[src/rtl/neuron_acc_seq_if.sv]
// Operand input stream and result output stream of the neuron accumulator.
// Both use a valid/ready handshake.
interface neuron_acc_seq_if #(
  parameter int DATA_W = 23
);
  logic              in_valid;
  logic [DATA_W-1:0] in_data;
  logic              in_ready;
  logic              out_valid;
  logic [DATA_W-1:0] out_data;
  logic              out_ready;

  modport master (
    output in_valid, in_data, out_ready,
    input  in_ready, out_valid, out_data
  );

  modport slave (
    input  in_valid, in_data, out_ready,
    output in_ready, out_valid, out_data
  );
endinterface

[src/rtl/neuron_acc_seq.sv]
// Sign-magnitude accumulator sequencer: it loads the bias, then folds in N_INPUTS
// streamed operands one per cycle, then offers the sum on the output stream.
module neuron_acc_seq #(
  parameter int DATA_W   = 23,
  parameter int N_INPUTS = 8,
  parameter int CNT_W    = 3,
  parameter int SATURATE = 1
) (
  input  logic              clk,
  input  logic              rst,
  input  logic              start,
  input  logic [DATA_W-1:0] bias,
  input  logic              clear,
  neuron_acc_seq_if.slave   io,
  output logic [CNT_W-1:0]  count,
  output logic              ovf,
  output logic              busy
);
  localparam int MAG_W = DATA_W - 1;
  localparam logic [CNT_W-1:0] LAST = CNT_W'(N_INPUTS - 1);

  typedef enum logic [1:0] {IDLE, ACCUM, DONE} state_t;

  state_t            state_q, state_d;
  logic [DATA_W-1:0] acc_p1;
  logic [DATA_W-1:0] res_p2;
  logic [DATA_W-1:0] sum_p0;
  logic              add_ovf_p0;
  logic [CNT_W-1:0]  cnt_q;
  logic              ovf_q;

  function automatic logic [DATA_W-1:0] normalise(input logic [DATA_W-1:0] x);
    if (x[MAG_W-1:0] == '0) return '0;
    return x;
  endfunction

  function automatic logic [MAG_W-1:0] clamp_mag(input logic [MAG_W:0] s);
    if (s[MAG_W] && (SATURATE != 0)) return '1;
    return s[MAG_W-1:0];
  endfunction

  // Returns {overflow, normalised sum}; overflow only arises on equal signs.
  function automatic logic [DATA_W:0] sm_add(input logic [DATA_W-1:0] a,
                                             input logic [DATA_W-1:0] b);
    logic [MAG_W-1:0] ma, mb, mag;
    logic [MAG_W:0]   wide;
    logic             sgn, of;
    ma   = a[MAG_W-1:0];
    mb   = b[MAG_W-1:0];
    of   = 1'b0;
    wide = '0;
    if (a[DATA_W-1] == b[DATA_W-1]) begin
      wide = {1'b0, ma} + {1'b0, mb};
      of   = wide[MAG_W];
      mag  = clamp_mag(wide);
      sgn  = a[DATA_W-1];
    end else if (mb >= ma) begin
      mag = mb - ma;
      sgn = b[DATA_W-1];
    end else begin
      mag = ma - mb;
      sgn = a[DATA_W-1];
    end
    return {of, normalise({sgn, mag})};
  endfunction

  // Stage p0: combinational sign-magnitude add of accumulator and operand
  assign {add_ovf_p0, sum_p0} = sm_add(acc_p1, io.in_data);

  always_ff @(posedge clk or posedge rst) begin
    if (rst) state_q <= IDLE;
    else     state_q <= state_d;
  end

  always_comb begin
    state_d = state_q;
    if (clear) begin
      state_d = IDLE;
    end else begin
      unique case (state_q)
        IDLE:    if (start) state_d = ACCUM;
        ACCUM:   if (io.in_valid && (cnt_q == LAST)) state_d = DONE;
        DONE:    if (io.out_ready) state_d = IDLE;
        default: state_d = IDLE;
      endcase
    end
  end

  // Stage p1/p2: accumulator, then the result register captured on the final transfer
  always_ff @(posedge clk or posedge rst) begin
    if (rst) begin
      acc_p1 <= '0;
      res_p2 <= '0;
      cnt_q  <= '0;
      ovf_q  <= 1'b0;
    end else if (clear) begin
      cnt_q <= '0;
      ovf_q <= 1'b0;
    end else if ((state_q == IDLE) && start) begin
      acc_p1 <= normalise(bias);
      cnt_q  <= '0;
      ovf_q  <= 1'b0;
    end else if ((state_q == ACCUM) && io.in_valid) begin
      acc_p1 <= sum_p0;
      cnt_q  <= cnt_q + 1'b1;
      ovf_q  <= ovf_q | add_ovf_p0;
      if (cnt_q == LAST) res_p2 <= sum_p0;
    end
  end

  // count is CNT_W wide, so a completed evaluation reads N_INPUTS modulo 2^CNT_W
  assign count        = cnt_q;
  assign ovf          = ovf_q;
  assign busy         = (state_q != IDLE);
  assign io.in_ready  = (state_q == ACCUM);
  assign io.out_valid = (state_q == DONE);
  assign io.out_data  = res_p2;
endmodule

[src/flat_wrapper.sv]
// flat-port wrapper written by rule: the top's interface ports become plain ports
module neuron_acc_seq_flat 
#(
  parameter int DATA_W   = 23,
  parameter int N_INPUTS = 8,
  parameter int CNT_W    = 3,
  parameter int SATURATE = 1
)
  (clk, rst, start, bias, clear, count, ovf, busy, io_in_valid, io_in_data, io_out_ready, io_in_ready, io_out_valid, io_out_data);
  neuron_acc_seq_if #(.DATA_W(DATA_W)) io_i ();
  input  logic clk;
  input  logic rst;
  input  logic start;
  input  logic [DATA_W-1:0] bias;
  input  logic clear;
  output logic [CNT_W-1:0] count;
  output logic ovf;
  output logic busy;
  input wire logic [$bits(io_i.in_valid)-1:0] io_in_valid;
  input wire logic [$bits(io_i.in_data)-1:0] io_in_data;
  input wire logic [$bits(io_i.out_ready)-1:0] io_out_ready;
  output wire logic [$bits(io_i.in_ready)-1:0] io_in_ready;
  output wire logic [$bits(io_i.out_valid)-1:0] io_out_valid;
  output wire logic [$bits(io_i.out_data)-1:0] io_out_data;
  assign io_i.in_valid = io_in_valid;
  assign io_i.in_data = io_in_data;
  assign io_i.out_ready = io_out_ready;
  assign io_in_ready = io_i.in_ready;
  assign io_out_valid = io_i.out_valid;
  assign io_out_data = io_i.out_data;
  neuron_acc_seq #(.DATA_W(DATA_W), .N_INPUTS(N_INPUTS), .CNT_W(CNT_W), .SATURATE(SATURATE)) u_core (.clk(clk), .rst(rst), .start(start), .bias(bias), .clear(clear), .io(io_i), .count(count), .ovf(ovf), .busy(busy));
endmodule
[config.mk]
export PLATFORM = sky130hd
export DESIGN_NAME = neuron_acc_seq_flat
export DESIGN_NICKNAME = d
export VERILOG_FILES = /design/src/rtl/neuron_acc_seq_if.sv /design/src/rtl/neuron_acc_seq.sv /design/src/flat_wrapper.sv
export SDC_FILE = /design/constraint.sdc
export NUM_CORES = 1
export LEC_CHECK = 0
export CAP_MARGIN = 15
export CELL_PAD_IN_SITES_DETAIL_PLACEMENT = 1
export CELL_PAD_IN_SITES_GLOBAL_PLACEMENT = 2
export CORE_MARGIN = 4
export CORE_UTILIZATION = 30
export DETAILED_ROUTE_END_ITERATION = 10
export PLACE_DENSITY_LB_ADDON = 0.1
export REMOVE_ABC_BUFFERS = 1
export SKIP_CTS_REPAIR_TIMING = 1
export SLEW_MARGIN = 20
export SYNTH_ARGS = -nofsm -noshare
export SYNTH_HDL_FRONTEND = slang
export SYNTH_SLANG_ARGS = --single-unit
[constraint.sdc]
create_clock -name clk -period 8.65 [get_ports clk]
set_input_delay 0.865 -clock clk [delete_from_list [all_inputs] [get_ports clk]]
set_output_delay 0.865 -clock clk [all_outputs]
set_load 0.02 [all_outputs]
==> qor.csv <==
stage,metric,value,unit
synth,number of flops mapped to enable cells by yosys,0,
worst_setup_path,worst r2r path cells,12,
detailed_routing,Vias,6592,
synth,Synth cell types,79,
worst_setup_path,CP arrival,5.35,ns
worst_setup_path,worst reg2reg startpoint,u_core.acc_p1[15],
detailed_routing,DR WL met2,13100,um
final_layout,"most common cell after layout, fill and taps aside",nand2_1,
global_routing,total track usage,22.6,%
clock_tree,clock latency on the worst-skew pair,0.30,ns
pwr,Leakage Power,3.30,nW
synth,"top cells by area, synth","dfrtp_1 21%, ha_1 13%, nand2_1 7.2%",
worst_setup_path,CP Cell Sequence,clkdlybuf4s50_1 > inv_1 > ha_1 > inv_2 > a21oi_1 > o31ai_1 > a211oi_2 > and2_1 > a22oi_1 > a21boi_1 > nor3b_1 > nand4_1 > nor4_1 > o31ai_1,
worst_setup_path,slowest cell delay on critical path,0.68,ns
final_layout,# fillers,2532,
worst_setup_path,Setup crit end,u_core.io.out_data[22],
pwr,Cell Int Power,1.10,mW
detailed_routing,met3 wire length,1090,um
detailed_routing,# DRC,0,
timing,maximum clock rate,192,MHz
floorplanning,die span in y,153,um
clock_tree,Root Driver,clkbuf_16,
detailed_routing,Top Metal Used,met4,
timing,Fin. Hold Viols,0,
synth,synth warn,0,
pwr,Clock Power Share,9.3,%
timing,Max-slew headroom,34.5,%
run,Max Cap Viol,0,
global_routing,largest net degree at the start of global routing,53,
detailed_routing,DRT iter0 DRCs,414,
detailed_routing,Vias/cell,5.71,
pwr,NetSw,1.49,mW
floorplanning,Die ar.,23400,um2
detailed_routing,"antenna viol nets, final",0,
detailed_routing,WL met1,12200,um
hold_path,Worst Hold Class,reg -> reg,
global_routing,initial antenna violation count,0,
clock_tree,CTS buffer count,5,
clock_tree,CTS tree,yes,
final_layout,final non-filler cell total,1155,
timing,Tcrit/Tclk final,60.1,%
placement,placer congestion estimate,0.930,
worst_setup_path,Crit Path Category,in -> reg,
final_layout,Area growth syn-to-layout,18.5,%
timing,max-slew violations,0,
placement,input/output buffers,81,
placement,Inst Count DP,1146,
floorplanning,I/O Pins,82,
detailed_routing,WL final,27100,um
final_layout,post-route cell area,7480,um2
worst_setup_path,startpoint types,input port,
clock_tree,H-tree Lvls,2,
pwr,combinational share of power,76.2,%
worst_setup_path,Worst path depth,14,
detailed_routing,Routed WL per cell,23.5,um
synth,synthesized area,6310,um2
detailed_routing,DR pass1 iterations,4,
floorplanning,die width,153,um
worst_setup_path,CP Data Required Time,8.79,ns
worst_setup_path,peak fanout along the critical path,18,
worst_setup_path,Crit Reg-Reg Endpoint,u_core.io.out_data[22],
worst_setup_path,Buf/Inv on CP,3,
placement,Post-DP HPWL,21900,um
placement,placed standard-cell area,7300,um2
worst_setup_path,most frequent CP cell,o31ai_1,
timing,number of setup violations in the final report,0,
hold_path,hold wc startpoint,u_core.state_q[1],
timing,RSZ-0062 raised after global routing,false,
synth,"FFs w/ async S/R, synth",100,%
floorplanning,core area,20500,um2
global_routing,total gr overflow,0,
timing,measured slew at the worst slew-check pin,0.982,ns
timing,setup TNS,0,ns
synth,top_reg_cell synth,dfrtp_1,
timing,Tmin final,5.20,ns
final_layout,most frequent cells in the layout,"121 x nand2_1, 81 x clkdlybuf4s50_1, 70 x a21oi_1",
final_layout,fin nets,1006,
final_layout,share of cells above drive strength 1,4.86,%
synth,Synth area leader,dfrtp_1,
worst_setup_path,CP max stage cell,ha_1,
run_status,status,finished clean,
synth,"Seq/Total Area, Yosys",20.6,%
synth,post-synth top area share,20.6,%
timing,clk_skew,0.00978,ns
pwr,Worst VDD drop,0.119,mV
floorplanning,Initial Util,30.8,%
global_routing,first-pass GRT wire length,42300,um
worst_setup_path,critical path's top delay family,simple AND/OR/NAND/NOR gates,
synth,Synth Area per Inst,7.59,um2
clock_tree,clock slew at reported path FFs,0.08,ns
global_routing,vias in the first global route,7059,
worst_setup_path,CP Capture Type,register,
worst_setup_path,R2R Setup Slk,4.08,ns
clock_tree,Max clock buf depth,2,
synth,Post-Syn Instances,832,
floorplanning,Cell Rows,52,
synth,#FFs+latches synth,52,
pwr,Sw Share,57.6,%
pwr,power share of the sequential group,14.4,%
clock_tree,Sink Count,52,
worst_setup_path,CP Launch Point,io_in_data[15],
pwr,pwr/cell area,346,nW/um2
==> logic make-up (layout without fill, tap and decap cells) <==
logic type | Yosys count | after routing | synth area share, %
and+or+nand+nor | 283 | 283 | 22.0
xor gates and xnor gates | 16 | 16 | 2.22
buffers and inverters | 110 | 162 | 7.36
other | 0 | 1 | 0
DFF | 52 | 52 | 20.6
adders and majority gates | 71 | 71 | 14.4
AOI/OAI and AO/OA | 274 | 274 | 29.2
muxes | 26 | 26 | 4.14
==> worst reg2reg max path, delay by kind of cell, from the launching register on <==
| family | cells | cell delay, ns |
|---|---|---|
| simple gates | 4 | 1.50 |
| flops | 1 | 0.46 |
| fa+ha+maj | 1 | 0.72 |
| compound gates | 6 | 1.46 |
| buf+inv | 1 | 0.26 |
==> metal layers <==
layer  GRT usage, %  up-vias
li1               -     3109
met1           29.8     3298
met2           38.9      147
met3           3.59       38
met4           5.39        0
met5              0        -
==> synthesized netlist by cell type (10+ instances only) <==
library cell    n
a21o_1         10
a21oi_1        71
a31oi_1        13
buf_2          14
clkbuf_1       19
dfrtp_1        52
ha_1           68
inv_1          65
mux2i_1        25
nand2_1       121
nand2b_1       10
nand4_1        11
nor2_1         51
nor3_1         20
o211ai_1       17
o21ai_0        53
o21bai_1       10
xnor2_1        11
==> worst min-delay path by stage <==
| stage | depth (start not counted) | end | slack, ns |
|---|---|---|---|
| after global placement | 1 | u_core.state_q[0] | 0.46 |
| after global routing | 2 | u_core.io.out_data[14] | 0.51 |
| after CTS | 1 | u_core.state_q[0] | 0.48 |
| after floorplan | 1 | u_core.state_q[0] | 0.45 |
| after detailed placement | 2 | u_core.io.out_data[14] | 0.47 |
| final | 1 | u_core.state_q[0] | 0.48 |
==> registers in the layout (all words and copies together), names as in the netlist <==
| signal | cells |
|---|---|
| u_core.io.out_data | 23 |
| u_core.acc_p1 | 23 |
| u_core.ovf | 1 |
| u_core.state_q | 2 |
| u_core.count | 3 |
==> power by group through the flow <==
| stage | clock, mW | sequential (mW) | combinational (mW) |
|---|---|---|---|
| global route | 0.259 | 0.380 | 2.16 |
| detailed placement | 0 | 0.381 | 1.95 |
| finish | 0.242 | 0.373 | 1.97 |
| CTS | 0.247 | 0.376 | 1.96 |
| global placement | 0 | 0.377 | 1.95 |
| floorplan | 0 | 0.341 | 1.31 |
==> through the flow <==
stage	setup WS (ns)	total power [mW]	hold WS (ns)	utilization (%)
floorplan	4.76	1.65	0.447	-
global placement	3.29	2.33	0.465	35.6
detailed placement	3.13	2.33	0.468	35.6
CTS	3.44	2.58	0.483	36.5
global route	3.08	2.80	0.512	36.5
finish	3.45	2.59	0.482	36.5
==> cell type report <==
| class | count | area, um2 | share of cell area (%) |
|---|---|---|---|
| Multi-Input combinational cell | 670 | 4560 | 60.9 |
| Sequential cell | 52 | 1300 | 17.4 |
| Timing Repair Buffer | 87 | 856 | 11.4 |
| Tap cell | 270 | 338 | 4.52 |
| Inverter | 67 | 251 | 3.36 |
| Clock buffer | 5 | 125 | 1.67 |
| Clock inverter | 3 | 46.3 | 0.619 |
| Antenna cell | 1 | 2.50 | 0.0335 |
(Power assumes the default switching activity.)
